**src/rtl/dcache_mshr_ooo.sv**
```systemverilog
// Miss-status holding registers for a non-blocking data cache.
// Tracks up to ENTRIES outstanding line misses. Secondary misses to a live line
// merge into its entry. Refill requests go to L2 strictly in allocation order.
// Refill responses may come back in any order, tagged by entry index.
module dcache_mshr_ooo #(
    parameter int ENTRIES     = 4,
    parameter int LINE_ADDR_W = 58,
    parameter int MERGE_W     = 2,
    localparam int IDX_W      = $clog2(ENTRIES),
    localparam int CNT_W      = $clog2(ENTRIES + 1)
) (
    input  logic                   clk_i,
    input  logic                   rst_i,
    input  logic                   flush_i,
    input  logic                   alloc_valid_i,
    input  logic [LINE_ADDR_W-1:0] alloc_addr_i,
    output logic                   alloc_ready_o,
    output logic                   alloc_hit_o,
    output logic [IDX_W-1:0]       alloc_idx_o,
    output logic                   l2_req_valid_o,
    input  logic                   l2_req_ready_i,
    output logic [LINE_ADDR_W-1:0] l2_req_addr_o,
    output logic [IDX_W-1:0]       l2_req_id_o,
    input  logic                   l2_rsp_valid_i,
    input  logic [IDX_W-1:0]       l2_rsp_id_i,
    output logic                   done_o,
    output logic [LINE_ADDR_W-1:0] done_addr_o,
    output logic [MERGE_W-1:0]     done_merge_o,
    output logic                   rsp_err_o,
    output logic                   full_o,
    output logic                   empty_o,
    output logic [CNT_W-1:0]       pending_cnt_o
);

    typedef enum logic [1:0] {
        FREE       = 2'd0,
        WAIT_ISSUE = 2'd1,
        WAIT_RSP   = 2'd2
    } entryState_t;

    // Per-entry storage
    entryState_t            r_state [ENTRIES];
    logic [LINE_ADDR_W-1:0] r_addr  [ENTRIES];
    logic [MERGE_W-1:0]     r_merge [ENTRIES];

    // Issue-order FIFO of entry indices; it can never overflow because an index
    // is pushed only when its entry leaves FREE
    logic [IDX_W-1:0]       r_fifo  [ENTRIES];
    logic [IDX_W-1:0]       r_head;
    logic [IDX_W-1:0]       r_tail;
    logic [CNT_W-1:0]       r_count;

    // Registered completion and error reporting
    logic                   r_done;
    logic [LINE_ADDR_W-1:0] r_doneAddr;
    logic [MERGE_W-1:0]     r_doneMerge;
    logic                   r_rspErr;

    // Combinational helpers
    entryState_t            w_stateNxt [ENTRIES];
    logic [LINE_ADDR_W-1:0] w_addrNxt  [ENTRIES];
    logic [MERGE_W-1:0]     w_mergeNxt [ENTRIES];
    logic [ENTRIES-1:0]     w_live;
    logic                   w_rspHit;
    logic                   w_anyFree;
    logic                   w_allFree;
    logic [IDX_W-1:0]       w_freeIdx;
    logic                   w_hitAny;
    logic [IDX_W-1:0]       w_hitIdx;
    logic [CNT_W-1:0]       w_pendCnt;
    logic [IDX_W-1:0]       w_headIdx;
    logic                   w_push;
    logic                   w_pop;
    logic                   w_merge;

    assign w_rspHit  = l2_rsp_valid_i && (r_state[l2_rsp_id_i] == WAIT_RSP);
    assign w_headIdx = r_fifo[r_head];

    // Find the lowest-index FREE entry using registered state only, so an entry
    // freed by a response this cycle is not handed out until the next cycle
    always_comb begin
        w_anyFree = 1'b0;
        w_allFree = 1'b1;
        w_freeIdx = '0;
        for (int i = ENTRIES - 1; i >= 0; i--) begin
            if (r_state[i] == FREE) begin
                w_anyFree = 1'b1;
                w_freeIdx = IDX_W'(i);
            end else begin
                w_allFree = 1'b0;
            end
        end
    end

    // Address match against live entries; a WAIT_RSP entry completing this
    // cycle is no longer live, so a miss to its line allocates afresh
    always_comb begin
        w_live   = '0;
        w_hitAny = 1'b0;
        w_hitIdx = '0;
        for (int i = 0; i < ENTRIES; i++) begin
            w_live[i] = (r_state[i] == WAIT_ISSUE) ||
                        ((r_state[i] == WAIT_RSP) && !(w_rspHit && (l2_rsp_id_i == IDX_W'(i))));
            if (w_live[i] && (r_addr[i] == alloc_addr_i)) begin
                w_hitAny = 1'b1;
                w_hitIdx = IDX_W'(i);
            end
        end
    end

    // Count entries waiting for their refill
    always_comb begin
        w_pendCnt = '0;
        for (int i = 0; i < ENTRIES; i++) begin
            if (r_state[i] == WAIT_RSP) begin
                w_pendCnt = w_pendCnt + CNT_W'(1);
            end
        end
    end

    assign w_merge = alloc_valid_i && w_hitAny;
    assign w_push  = alloc_valid_i && !w_hitAny && w_anyFree;
    assign w_pop   = (r_count != '0) && l2_req_ready_i;

    // Entry next-state: issue, completion, merge and allocation touch disjoint
    // fields or disjoint entries, and flush overrides everything
    always_comb begin
        for (int i = 0; i < ENTRIES; i++) begin
            w_stateNxt[i] = r_state[i];
            w_addrNxt[i]  = r_addr[i];
            w_mergeNxt[i] = r_merge[i];
        end
        if (w_pop) begin
            w_stateNxt[w_headIdx] = WAIT_RSP;
        end
        if (w_rspHit) begin
            w_stateNxt[l2_rsp_id_i] = FREE;
        end
        if (w_merge && (r_merge[w_hitIdx] != {MERGE_W{1'b1}})) begin
            w_mergeNxt[w_hitIdx] = r_merge[w_hitIdx] + MERGE_W'(1);
        end
        if (w_push) begin
            w_stateNxt[w_freeIdx] = WAIT_ISSUE;
            w_addrNxt[w_freeIdx]  = alloc_addr_i;
            w_mergeNxt[w_freeIdx] = '0;
        end
        if (flush_i) begin
            for (int i = 0; i < ENTRIES; i++) begin
                w_stateNxt[i] = FREE;
                w_addrNxt[i]  = '0;
                w_mergeNxt[i] = '0;
            end
        end
    end

    // Entry state registers
    always_ff @(posedge clk_i or posedge rst_i) begin
        if (rst_i) begin
            for (int i = 0; i < ENTRIES; i++) begin
                r_state[i] <= FREE;
                r_addr[i]  <= '0;
                r_merge[i] <= '0;
            end
        end else begin
            for (int i = 0; i < ENTRIES; i++) begin
                r_state[i] <= w_stateNxt[i];
                r_addr[i]  <= w_addrNxt[i];
                r_merge[i] <= w_mergeNxt[i];
            end
        end
    end

    // Issue FIFO: push on a new allocation, pop on the L2 handshake
    always_ff @(posedge clk_i or posedge rst_i) begin
        if (rst_i) begin
            for (int i = 0; i < ENTRIES; i++) begin
                r_fifo[i] <= '0;
            end
            r_head  <= '0;
            r_tail  <= '0;
            r_count <= '0;
        end else if (flush_i) begin
            r_head  <= '0;
            r_tail  <= '0;
            r_count <= '0;
        end else begin
            if (w_push) begin
                r_fifo[r_tail] <= w_freeIdx;
                r_tail         <= r_tail + IDX_W'(1);
            end
            if (w_pop) begin
                r_head <= r_head + IDX_W'(1);
            end
            r_count <= r_count + CNT_W'(w_push) - CNT_W'(w_pop);
        end
    end

    // One-cycle completion and illegal-response pulses
    always_ff @(posedge clk_i or posedge rst_i) begin
        if (rst_i) begin
            r_done      <= 1'b0;
            r_doneAddr  <= '0;
            r_doneMerge <= '0;
            r_rspErr    <= 1'b0;
        end else if (flush_i) begin
            r_done      <= 1'b0;
            r_doneAddr  <= '0;
            r_doneMerge <= '0;
            r_rspErr    <= 1'b0;
        end else begin
            r_done   <= w_rspHit;
            r_rspErr <= l2_rsp_valid_i && !w_rspHit;
            if (w_rspHit) begin
                r_doneAddr  <= r_addr[l2_rsp_id_i];
                r_doneMerge <= r_merge[l2_rsp_id_i];
            end
        end
    end

    assign alloc_hit_o    = alloc_valid_i && w_hitAny;
    assign alloc_ready_o  = alloc_hit_o || w_anyFree;
    assign alloc_idx_o    = w_hitAny ? w_hitIdx : w_freeIdx;

    assign l2_req_valid_o = (r_count != '0);
    assign l2_req_id_o    = w_headIdx;
    assign l2_req_addr_o  = r_addr[w_headIdx];

    assign done_o         = r_done;
    assign done_addr_o    = r_doneAddr;
    assign done_merge_o   = r_doneMerge;
    assign rsp_err_o      = r_rspErr;

    assign full_o         = !w_anyFree;
    assign empty_o        = w_allFree;
    assign pending_cnt_o  = w_pendCnt;

endmodule

```
**config.mk**
```make
export PLATFORM = sky130hd
export DESIGN_NAME = dcache_mshr_ooo
export DESIGN_NICKNAME = d
export VERILOG_FILES = /design/src/rtl/dcache_mshr_ooo.sv
export SDC_FILE = /design/constraint.sdc
export NUM_CORES = 1
export LEC_CHECK = 0
export CAP_MARGIN = 40
export CELL_PAD_IN_SITES_DETAIL_PLACEMENT = 2
export CELL_PAD_IN_SITES_GLOBAL_PLACEMENT = 2
export CORE_ASPECT_RATIO = 0.7
export CORE_MARGIN = 5
export CORE_UTILIZATION = 41
export DETAILED_ROUTE_END_ITERATION = 10
export GPL_TIMING_DRIVEN = 1
export HOLD_SLACK_MARGIN = 0.12
export MAX_ROUTING_LAYER = met4
export PLACE_DENSITY = 0.95
export SLEW_MARGIN = 20
export SYNTH_ARGS = -nofsm -noshare
export SYNTH_HDL_FRONTEND = slang
export SYNTH_SLANG_ARGS = --single-unit
```
**constraint.sdc**
```tcl
create_clock -name clk_i -period 33 [get_ports clk_i]
set_input_delay 4.95 -clock clk_i [delete_from_list [all_inputs] [get_ports clk_i]]
set_output_delay 4.95 -clock clk_i [all_outputs]
set_load 0.01 [all_outputs]
```
# Word-level counts from Yosys, hierarchy flattened
# Cells that the tools add are included.
# W data, S select, Z words.
totals:
  input_bits: 66
  reg_bits: 325
op_classes:
  n_addsub: 8
  magnitude_cmp: 11
  n_eq_ne: 17
  bitwise: 17
  mux: 76
  reduce_logical: 46
op_table:
  columns: ["cell", "n"]
  rows:
  - ["$mux W232", 2]
  - ["$mux W58", 7]
  - ["$bmux W58 S2", 2]
  - ["$bwmux W232", 1]
  - ["$eq A58 B58 Y1", 4]
  - ["$demux W58 S2", 1]
  - ["$mux W8", 7]
  - ["$mux W2", 26]
  - ["$logic_and A1 B1 Y1", 24]
  - ["$demux W2 S2", 5]
  - ["$ge A3 B3 Y1 const B", 6]
  - ["$not A2 Y3", 6]
  - ["$and A8 B8 Y8", 2]
  - ["$bmux W2 S2", 4]
  - ["$bwmux W8", 2]
  - ["$not A8 Y8", 2]
  - ["$lt A3 B1 Y1 const B", 5]
  - ["$mux W1", 15]
  - ["$eq A2 B2 Y1 const B", 7]
  - ["$mux W3", 4]
  - ["$eq A2 B1 Y1 const B", 5]
  - ["$logic_not A2 Y1", 5]
  - ["$add A3 B1 Y3 const B", 3]
  - ["$and A4 B4 Y4", 2]
  - ["12 further kinds", 28]

# Logic depth before layout (Yosys ltp)
# Gate-level depths: netlist of run 1.
depth:
  word_depth: 24
  depth_mapped: 16
  depth_no_buf: 14

# Worst setup path before layout of run 1
# Ideal clock, no wire load.
synth_path:
  kind: "input-to-output"
  start: "input port alloc_addr_i[32]"
  end: "output port alloc_ready_o"
  arrival_ns: 7.070
  path_buffers: 2
  slack_ns: 20.980
  required_time_ns: 28.050
  stages: 9
  path_cell_list: "buf_2 -> xor2_1 -> nor4_1 -> nand4_1 -> nor4_2 -> a211oi_1 -> clkbuf_1 -> a21boi_0 -> nand2b_1"
synth_via:
  elab_chain_cells: 8
  elab_cells_between_ends: 14
synth_rtl:
  columns: ["element", "line", "source"]
  rows:
  - ["from (decl)", "16", "input logic [LINE_ADDR_W-1:0] alloc_addr_i,"]
  - ["$eq A58 B58 Y1", "104", "if (w_live[i] && (r_addr[i] == alloc_addr_i)) begin"]
  - ["$logic_and A1 B1 Y1", "104", null]
  - ["$mux W1 (3 in a row)", "104", null]
  - ["$mux W1 (*)", "104", null]
  - ["$logic_and A1 B1 Y1 (*)", "220", "assign alloc_hit_o = alloc_valid_i && w_hitAny;"]
  - ["via alloc_hit_o", "18", "output logic alloc_hit_o,"]
  - ["$logic_or A1 B1 Y1 (*)", "221", "assign alloc_ready_o = alloc_hit_o || w_anyFree;"]
  - ["to (decl)", "17", "output logic alloc_ready_o,"]
# The timed path passes the listed nets; every way through them passes the cells marked *.

# Worst setup path after layout of run 1
layout_path:
  start: "input port alloc_addr_i[12]"
  end: "output port alloc_ready_o"
layout_via:
  elab_chain_cells: 8
  elab_cells_between_ends: 14
layout_rtl:
  columns: ["element", "line"]
  rows:
  - ["$eq A58 B58 Y1", "104"]
  - ["$logic_and A1 B1 Y1", "104"]
  - ["$mux W1 (3 in a row)", "104"]
  - ["$mux W1 (*)", "104"]
  - ["$logic_and A1 B1 Y1 (*)", "220"]
  - ["$logic_or A1 B1 Y1 (*)", "221"]
# Mark *: on every way between the ends. The rest lies on a longest branch, timed or not.

==> insert_results.sql, run 1 <==
INSERT INTO impl_metrics (metric_group, metric, value, unit) VALUES
('sta', 'relSlewSlack', '24.69', '%'),
('cts', 'clockRootBuffer', 'sky130_fd_sc_hd__clkbuf_16', ''),
('sta', 'fmax', '69.95', 'MHz'),
('cts', 'cts_max_path_buffers', '3', ''),
('global_route', 'grt-ovfl-total', '0', ''),
('cts', 'postCtsSetupBuffers', '0', ''),
('cts', 'clkSinkCount', '325', ''),
('critical_path', 'critical_setup_path_kind', 'in -> out', ''),
('critical_path', 'timing.reg2reg.setup_slack', '28.05', 'ns'),
('yosys', 'synthCells', '1923', ''),
('yosys', 'syn-mean-instance-area', '10.70', 'µm²'),
('floorplan', 'fp.dieH', '197.4', 'µm'),
('power_and_ir_drop', 'net-switching-power', '456.3', 'µW'),
('yosys', 'syn_area', '0.02058', 'mm²'),
('job', 'cap_viol_max_count', '0', ''),
('place', 'globalplace.congestion', '1.061', ''),
('drt', 'drt.antenna.violating_nets', '0', ''),
('yosys', 'ys_top_cells_by_area', 'sky130_fd_sc_hd__dfrtp_1 40%, sky130_fd_sc_hd__mux4_2 13%, sky130_fd_sc_hd__mux2i_1 8.7%', ''),
('critical_path', 'crit_arrival', '9.35', 'ns'),
('floorplan', 'core-area', '0.04952', 'mm²'),
('drt', 'drt-initial-drc-count', '2196', ''),
('outcome', 'outcome', 'complete, no violations', ''),
('sta', 'final_max_slew_viol_count', '0', ''),
('yosys', 'yosys_warnings', '0', ''),
('final_layout', 'num-nets-final', '2077', ''),
('drt', 'finalWirelength', '92.92', 'mm'),
('sta', 'timing.clock.skew', '0.01608', 'ns'),
('cts', 'path_clk_slew', '0.06', 'ns'),
('power_and_ir_drop', 'powerDensity', '53.04', 'mW/mm²'),
('floorplan', 'io-pin-count', '198', ''),
('floorplan', 'row_count', '68', ''),
('drt', 'dr_vias', '17400', ''),
('sta', 'setup_viol', '0', ''),
('drt', 'route.detailed.drc', '0', ''),
('critical_path', 'crit_path_max_fanout', '6', ''),
('power_and_ir_drop', 'power.share.switching', '35.88', '%'),
('global_route', 'grt_pass1_wl', '136.5', 'mm'),
('floorplan', 'initial_utilization', '41.56', '%'),
('floorplan', 'die_width', '277.8', 'µm'),
('sta', 'total_negative_slack', '0', 'ns'),
('drt', 'vias_per_cell', '6.451', ''),
('power_and_ir_drop', 'p_int', '815.4', 'µW'),
('cts', 'cts-htree-levels', '2', ''),
('global_route', 'gr-usage-all-layers', '34.04', '%'),
('floorplan', 'die-area', '0.05485', 'mm²'),
('cts', 'tritoncts', 'done', ''),
('yosys', 'netlist.top_cell.by_area', 'sky130_fd_sc_hd__dfrtp_1', ''),
('critical_path', 'crit_path_start_kind', 'input port', ''),
('yosys', 'synth_cell_types', '62', ''),
('power_and_ir_drop', 'p_leak', '0.01027', 'µW'),
('yosys', 'ys_async_sr_fraction', '100.0', '%'),
('cts', 'tritoncts.num_buffers', '37', ''),
('yosys', 'synth-seq-cells', '325', ''),
('drt', 'post_drt_wl_per_cell', '34.45', 'µm'),
('sta', 'timing.final.hold_violations', '0', ''),
('power_and_ir_drop', 'seq_power_share', '36.6', '%'),
('global_route', 'grt_start_max_net_pins', '137', ''),
('critical_path', 'endpoint_kind', 'primary output', ''),
('yosys', 'yosysSeqAreaShare', '39.52', '%'),
('final_layout', 'final_core_util', '48.42', '%'),
('sta', 'min_tclk_post_route', '14.30', 'ns'),
('yosys', 'post-synth-top-area-fraction', '39.52', '%'),
('cts', 'clock_insertion_delay_at_the_later_pin_of_the_skew_report', '0.55', 'ns'),
('yosys', 'synth_top_flop_cell', 'sky130_fd_sc_hd__dfrtp_1', ''),
('place', 'post-dp-hpwl', '64.72', 'mm'),
('sta', 'finalCritPeriodShare', '43.32', '%'),
('hold_path', 'timing.hold.worst.class', 'reg -> reg', ''),
('power_and_ir_drop', 'combinationalPowerShare', '31.6', '%'),
('cts', 'cts_hold_repair.buffers', '0', ''),
('yosys', 'synth-edff-count', '0', ''),
('final_layout', 'ratio_of_cells_with_drive_above_1_in_the_final_layout', '11.73', '%');
cells in the mapped netlist (4+ instances only):
library cell / n
sky130_fd_sc_hd__xor2_1: 152
sky130_fd_sc_hd__and3b_1: 5
sky130_fd_sc_hd__nor4_1: 45
sky130_fd_sc_hd__ha_1: 10
sky130_fd_sc_hd__nand2b_1: 259
sky130_fd_sc_hd__o21ai_0: 54
sky130_fd_sc_hd__nor3_1: 7
sky130_fd_sc_hd__mux2i_1: 178
sky130_fd_sc_hd__dfrtp_1: 325
sky130_fd_sc_hd__xnor2_1: 57
sky130_fd_sc_hd__nand4_1: 24
sky130_fd_sc_hd__nand2_1: 138
sky130_fd_sc_hd__and3_1: 5
sky130_fd_sc_hd__o21ai_1: 11
sky130_fd_sc_hd__o22ai_1: 7
sky130_fd_sc_hd__buf_2: 70
sky130_fd_sc_hd__a2111oi_0: 6
sky130_fd_sc_hd__buf_1: 20
sky130_fd_sc_hd__mux4_2: 121
sky130_fd_sc_hd__mux2_2: 12
sky130_fd_sc_hd__clkbuf_1: 80
sky130_fd_sc_hd__nand3_1: 64
sky130_fd_sc_hd__nor2_1: 23
sky130_fd_sc_hd__inv_1: 28
sky130_fd_sc_hd__a21oi_1: 126
sky130_fd_sc_hd__nor2b_1: 23
sky130_fd_sc_hd__buf_6: 18
sky130_fd_sc_hd__o31ai_1: 4
sky130_fd_sc_hd__o2111ai_1: 5
critical path: stages:
cell and delay, ns:
sky130_fd_sc_hd__clkdlybuf4s50_1 0.72, sky130_fd_sc_hd__inv_1 0.21, sky130_fd_sc_hd__a2111oi_0 0.75, sky130_fd_sc_hd__nand4_1 0.19, sky130_fd_sc_hd__nor4_1 0.74, sky130_fd_sc_hd__nand2_1 0.38, sky130_fd_sc_hd__a21boi_0 0.65, sky130_fd_sc_hd__nand2b_1 0.19
sky130_fd_sc_hd__clkdlybuf4s50_1 0.54
per-stage QoR:
step                      hold slack, ns  total power [µW]  instances  area, µm²  setup slack (ns)
after global placement            0.4855             835.3       2615      22620             19.13
after detailed placement          0.5010             860.3       2624      22820             19.01
after CTS                         0.5162              1270       2684      23920             18.87
final                             0.5144              1272       2697      23980             18.70
after global routing              0.5279              1308       2696      23970             18.68
after floorplan                   0.4752             691.1       1923      20580             19.05
worst paths after layout:
path,start,endpoint,cells past startpoint
max reg2reg,r_addr[35],r_addr[121],8
max in group asynchronous,rst_i,r_addr[137],5
max,alloc_addr_i[12],alloc_ready_o,9
min in group asynchronous,rst_i,r_addr[98],2
min,r_fifo[5],r_fifo[5],1
min reg2reg,r_fifo[5],r_fifo[5],1
cells in the final DEF, fill, tap and decap left out, drive strengths merged, types with 4 or more instances in the layout:
master	n
a21oi	126
clkdlybuf4s50	194
o21ai	65
diode	11
buf	33
nor2	23
o22ai	7
inv	28
clkbuf	50
nor3	7
clkinv	11
xor2	152
nand2	138
and3b	5
o31ai	4
and3	5
nand2b	259
nor3b	4
nand4	24
nand3	64
nor2b	23
mux2	14
or4	5
ha	10
o2111ai	5
mux2i	178
xnor2	57
mux4	121
nor4	47
dfrtp	325
a2111oi	9
power by group through the flow:
stage | Combinational [µW] | Sequential (µW) | Clock (µW)
4_1_cts | 397 | 463 | 410
3_3_place_gp | 373 | 462 | 0
3_5_place_dp | 391 | 469 | 0
2_1_floorplan | 237 | 454 | 0
6_report | 401 | 465 | 405
5_1_grt | 417 | 467 | 425
cells by family after synthesis:
kind of cell,count (synthesis),share of synthesized area [%]
xor+xnor,209,8.895
mux,313,22.67
flops,325,39.52
fa+ha+maj,11,0.7053
simple gates,615,16.62
buf+inv,219,5.174
compound gates,231,6.420
registers in the layout, summed over array words and instances, names as in the netlist:
register and count:
r_merge 8, r_fifo 8, done_merge_o 2, done_o 1, r_state 8, r_tail 2
r_count 3, done_addr_o 58, r_addr 232, rsp_err_o 1, r_head 2
layer usage:
| metal | wire length, µm | GRT usage (%) | vias up |
|---|---|---|---|
| met5 | 0 | - | - |
| met4 | 4225 | 12.17 | 0 |
| met3 | 8482 | 9.310 | 276 |
| met2 | 43260 | 53.72 | 967 |
| met1 | 36950 | 42.58 | 9256 |
| li1 | - | - | 6900 |
layout make-up:
class / instances / area share [%]
inverter: 29 / 0.4853
antenna: 11 / 0.1148
clock inverter: 11 / 0.3340
timing repair buffer: 228 / 9.795
clock buffer: 49 / 4.258
multi-input combinational: 1379 / 47.62
tap: 665 / 3.470
sequential: 325 / 33.92
Power figures use the tool's default switching activity.
==> inputs of run 2 (changes only) <==
--- a/config.mk
+++ b/config.mk
@@ -10,12 +10,12 @@
 export CELL_PAD_IN_SITES_GLOBAL_PLACEMENT = 2
 export CORE_ASPECT_RATIO = 0.7
 export CORE_MARGIN = 5
-export CORE_UTILIZATION = 41
+export CORE_UTILIZATION = 39
 export DETAILED_ROUTE_END_ITERATION = 10
 export GPL_TIMING_DRIVEN = 1
 export HOLD_SLACK_MARGIN = 0.12
 export MAX_ROUTING_LAYER = met4
-export PLACE_DENSITY = 0.95
+export PLACE_DENSITY = 0.93
 export SLEW_MARGIN = 20
 export SYNTH_ARGS = -nofsm -noshare
 export SYNTH_HDL_FRONTEND = slang
==> constraint.sdc (replaced) <==
create_clock -name clk_i -period 13.9 [get_ports clk_i]
set_input_delay 2.085 -clock clk_i [delete_from_list [all_inputs] [get_ports clk_i]]
set_output_delay 2.085 -clock clk_i [all_outputs]
set_load 0.01 [all_outputs]
==> run 2 against run 1 <==
Effect of this change:
- count of clock-buffer cells in the layout is 3 higher
- clock skew up 0.0049 ns
- combinational power grew 140%
- global-route usage is 2.2 points lower
- setup slack got worse by 13 ns
- worst hold slack improved by 0.010 ns
- non-clock buffer count increased by 1
- die area up 4.9%
- sequential cell count did not move
==> insert_results.sql, run 2 (synthesis results as in run 1) <==
INSERT INTO impl_metrics (metric_group, metric, value, unit) VALUES
('cts', 'path_clk_slew', '0.06', 'ns'),
('sta', 'worstMarginPinSlew', '0.9282', 'ns'),
('final_layout', 'num-nets-final', '2080', ''),
('final_layout', 'filler_cell_count', '5276', ''),
('floorplan', 'io-pin-count', '198', ''),
('drt', 'post_drt_wl_per_cell', '33.52', 'µm'),
('cts', 'clockRootBuffer', 'sky130_fd_sc_hd__clkbuf_16', ''),
('critical_path', 'path_common_cell', 'sky130_fd_sc_hd__clkdlybuf4s50_1', ''),
('power_and_ir_drop', 'p_leak', '0.01039', 'µW'),
('sta', 'hold-worst-slack', '0.5246', 'ns'),
('sta', 'grt_setup_unrepaired', 'no', ''),
('sta', 'min_tclk_post_route', '8.573', 'ns'),
('drt', 'finalWirelength', '91.41', 'mm'),
('cts', 'postCtsResizedCells', '0', ''),
('critical_path', 'path_cells', 'clkdlybuf4s50_1, nor2b_1, a2111oi_0, o2111ai_1, nor4_1, nand2_1, a21boi_0, nand2b_1, clkdlybuf4s50_1', ''),
('drt', 'dr_vias', '17140', ''),
('cts', 'cts-htree-levels', '2', ''),
('critical_path', 'cpPeakStageDelay', '0.78', 'ns'),
('cts', 'tritoncts', 'done', ''),
('sta', 'relSlewSlack', '38.12', '%'),
('global_route', 'gr-usage-all-layers', '31.89', '%'),
('sta', 'timing.final.hold_violations', '0', ''),
('global_route', 'grt_start_max_net_pins', '153', ''),
('drt', 'drt-pass1-iter-count', '5', ''),
('cts', 'cts_hold_repair.buffers', '0', ''),
('sta', 'setup_viol', '0', ''),
('hold_path', 'timing.hold.worst.class', 'reg -> reg', ''),
('global_route', 'number_of_global_route_vias_before_repair', '18610', ''),
('final_layout', 'ratio_of_cells_with_drive_above_1_in_the_final_layout', '12.26', '%'),
('place', 'postPlaceCellArea', '0.02284', 'mm²'),
('place', 'post-dp-hpwl', '63.84', 'mm'),
('sta', 'total_negative_slack', '0', 'ns'),
('place', 'globalplace.congestion', '1.070', ''),
('cts', 'clkSinkCount', '325', ''),
('job', 'cap_viol_max_count', '0', ''),
('final_layout', 'areaGrowthSynthToFinish', '17.61', '%'),
('place', 'preCtsSetupSlack', '5.589', 'ns'),
('place', 'place.port_buffers', '197', ''),
('floorplan', 'row_count', '70', ''),
('critical_path', 'timing.reg2reg.setup_slack', '8.96', 'ns'),
('sta', 'finalCritPeriodShare', '61.67', '%'),
('cts', 'postCtsSetupBuffers', '0', ''),
('drt', 'drt-initial-drc-count', '1714', ''),
('sta', 'final_max_slew_viol_count', '0', ''),
('drt', 'vias_per_cell', '6.286', ''),
('critical_path', 'critPathRequiredTime', '11.81', 'ns'),
('global_route', 'grt-ovfl-total', '0', ''),
('critical_path', 'critical_setup_path_kind', 'in -> out', ''),
('critical_path', 'critical_path.slowest_cell', 'sky130_fd_sc_hd__nor4_1', ''),
('power_and_ir_drop', 'maximum_vdd_drop', '83.09', 'µV'),
('cts', 'clock_insertion_delay_at_the_later_pin_of_the_skew_report', '0.58', 'ns'),
('floorplan', 'die_width', '284.6', 'µm'),
('global_route', 'grt_pass1_wl', '134.1', 'mm'),
('drt', 'route.detailed.drc', '0', ''),
('floorplan', 'initial_utilization', '39.42', '%'),
('sta', 'timing.clock.skew', '0.02095', 'ns'),
('cts', 'tritoncts.num_buffers', '39', ''),
('drt', 'drt.antenna.violating_nets', '0', ''),
('floorplan', 'core-area', '0.05220', 'mm²'),
('floorplan', 'die-area', '0.05754', 'mm²'),
('power_and_ir_drop', 'powerDensity', '129.5', 'mW/mm²'),
('final_layout', 'mostFrequentLayoutCell', 'sky130_fd_sc_hd__dfrtp_1', ''),
('floorplan', 'fp.dieH', '202.2', 'µm'),
('final_layout', 'final_cell_mix', '325 x sky130_fd_sc_hd__dfrtp_1, 259 x sky130_fd_sc_hd__nand2b_1, 194 x sky130_fd_sc_hd__clkdlybuf4s50_1, 178 x sky130_fd_sc_hd__mux2i_1, 152 x sky130_fd_sc_hd__xor2_1', ''),
('final_layout', 'largest_register_ffs', '232', ''),
('sta', 'postLayoutSetupSlackWorst', '5.327', 'ns'),
('sta', 'fmax', '116.7', 'MHz'),
('critical_path', 'crit_arrival', '6.49', 'ns'),
('cts', 'cts_max_path_buffers', '3', ''),
('critical_path', 'endpoint_kind', 'primary output', ''),
('final_layout', 'largest-register', 'r_addr', ''),
('critical_path', 'crit_path_max_fanout', '7', ''),
('outcome', 'outcome', 'complete, no violations', ''),
('final_layout', 'finish.instance_area', '0.02420', 'mm²'),
('global_route', 'antenna_found_initial', '12', ''),
('critical_path', 'crit_path_start_kind', 'input port', '');
==> run 2: changes by cell type in the layout (fill, tap and decap cells not counted), sizes merged <==
cell / previous run / this run
bufinv: 1 / 3
clkbuf: 50 / 53
dlymetal6s2s: 0 / 1
diode: 11 / 12
clkinvlp: 0 / 2
clkinv: 11 / 13
==> run 2: per-layer routing <==
layer	GRT usage, %	routed length [µm]	up-vias
met1	40.34	36760	9175
met5	-	0	-
li1	-	-	6933
met2	49.77	42510	837
met3	8.512	8490	197
met4	11.37	3653	0
==> run 2: worst paths after layout <==
kind	endpoint	depth (start not counted)	startpoint
max	alloc_ready_o	9	alloc_addr_i[29]
min	done_addr_o[41]	2	done_addr_o[41]
max reg2reg	r_addr[101]	8	r_addr[181]
min reg2reg	done_addr_o[41]	2	done_addr_o[41]
max in group asynchronous	done_addr_o[31]	6	rst_i
min in group asynchronous	done_addr_o[41]	2	rst_i
==> run 2: area by class of cell <==
cell class,instances,area (µm²),share of cell area (%)
Antenna cell,12,30.03,0.1241
Clock buffer,52,1127,4.658
Clock inverter,17,165.2,0.6824
Inverter,29,116.4,0.4808
Multi-Input combinational cell,1379,11420,47.18
Sequential cell,325,8133,33.60
Tap cell,684,855.8,3.536
Timing Repair Buffer,229,2357,9.739
==> run 2: worst max-delay path: cells and delay by family <==
kind | cells | cell delay, ns
AO/OA/AOI/OAI | 3 | 1.59
buffers and inverters | 2 | 1.21
AND/OR/NAND/NOR | 4 | 1.60
==> run 2: through the flow <==
| step | util [%] | total power (µW) | std cells |
|---|---|---|---|
| after global routing | 46.37 | 3226 | 2727 |
| after floorplan | - | 1641 | 1923 |
| after detailed placement | 43.75 | 2042 | 2643 |
| after CTS | 46.22 | 3129 | 2712 |
| final | 46.37 | 3134 | 2727 |
| after global placement | 43.40 | 1986 | 2635 |
==> run 2: where the power goes <==
group / total (µW) / switching, µW / internal (µW)
logic: 948 / 552 / 396
clock network: 1080 / 456 / 625
registers: 1100 / 94.0 / 1010
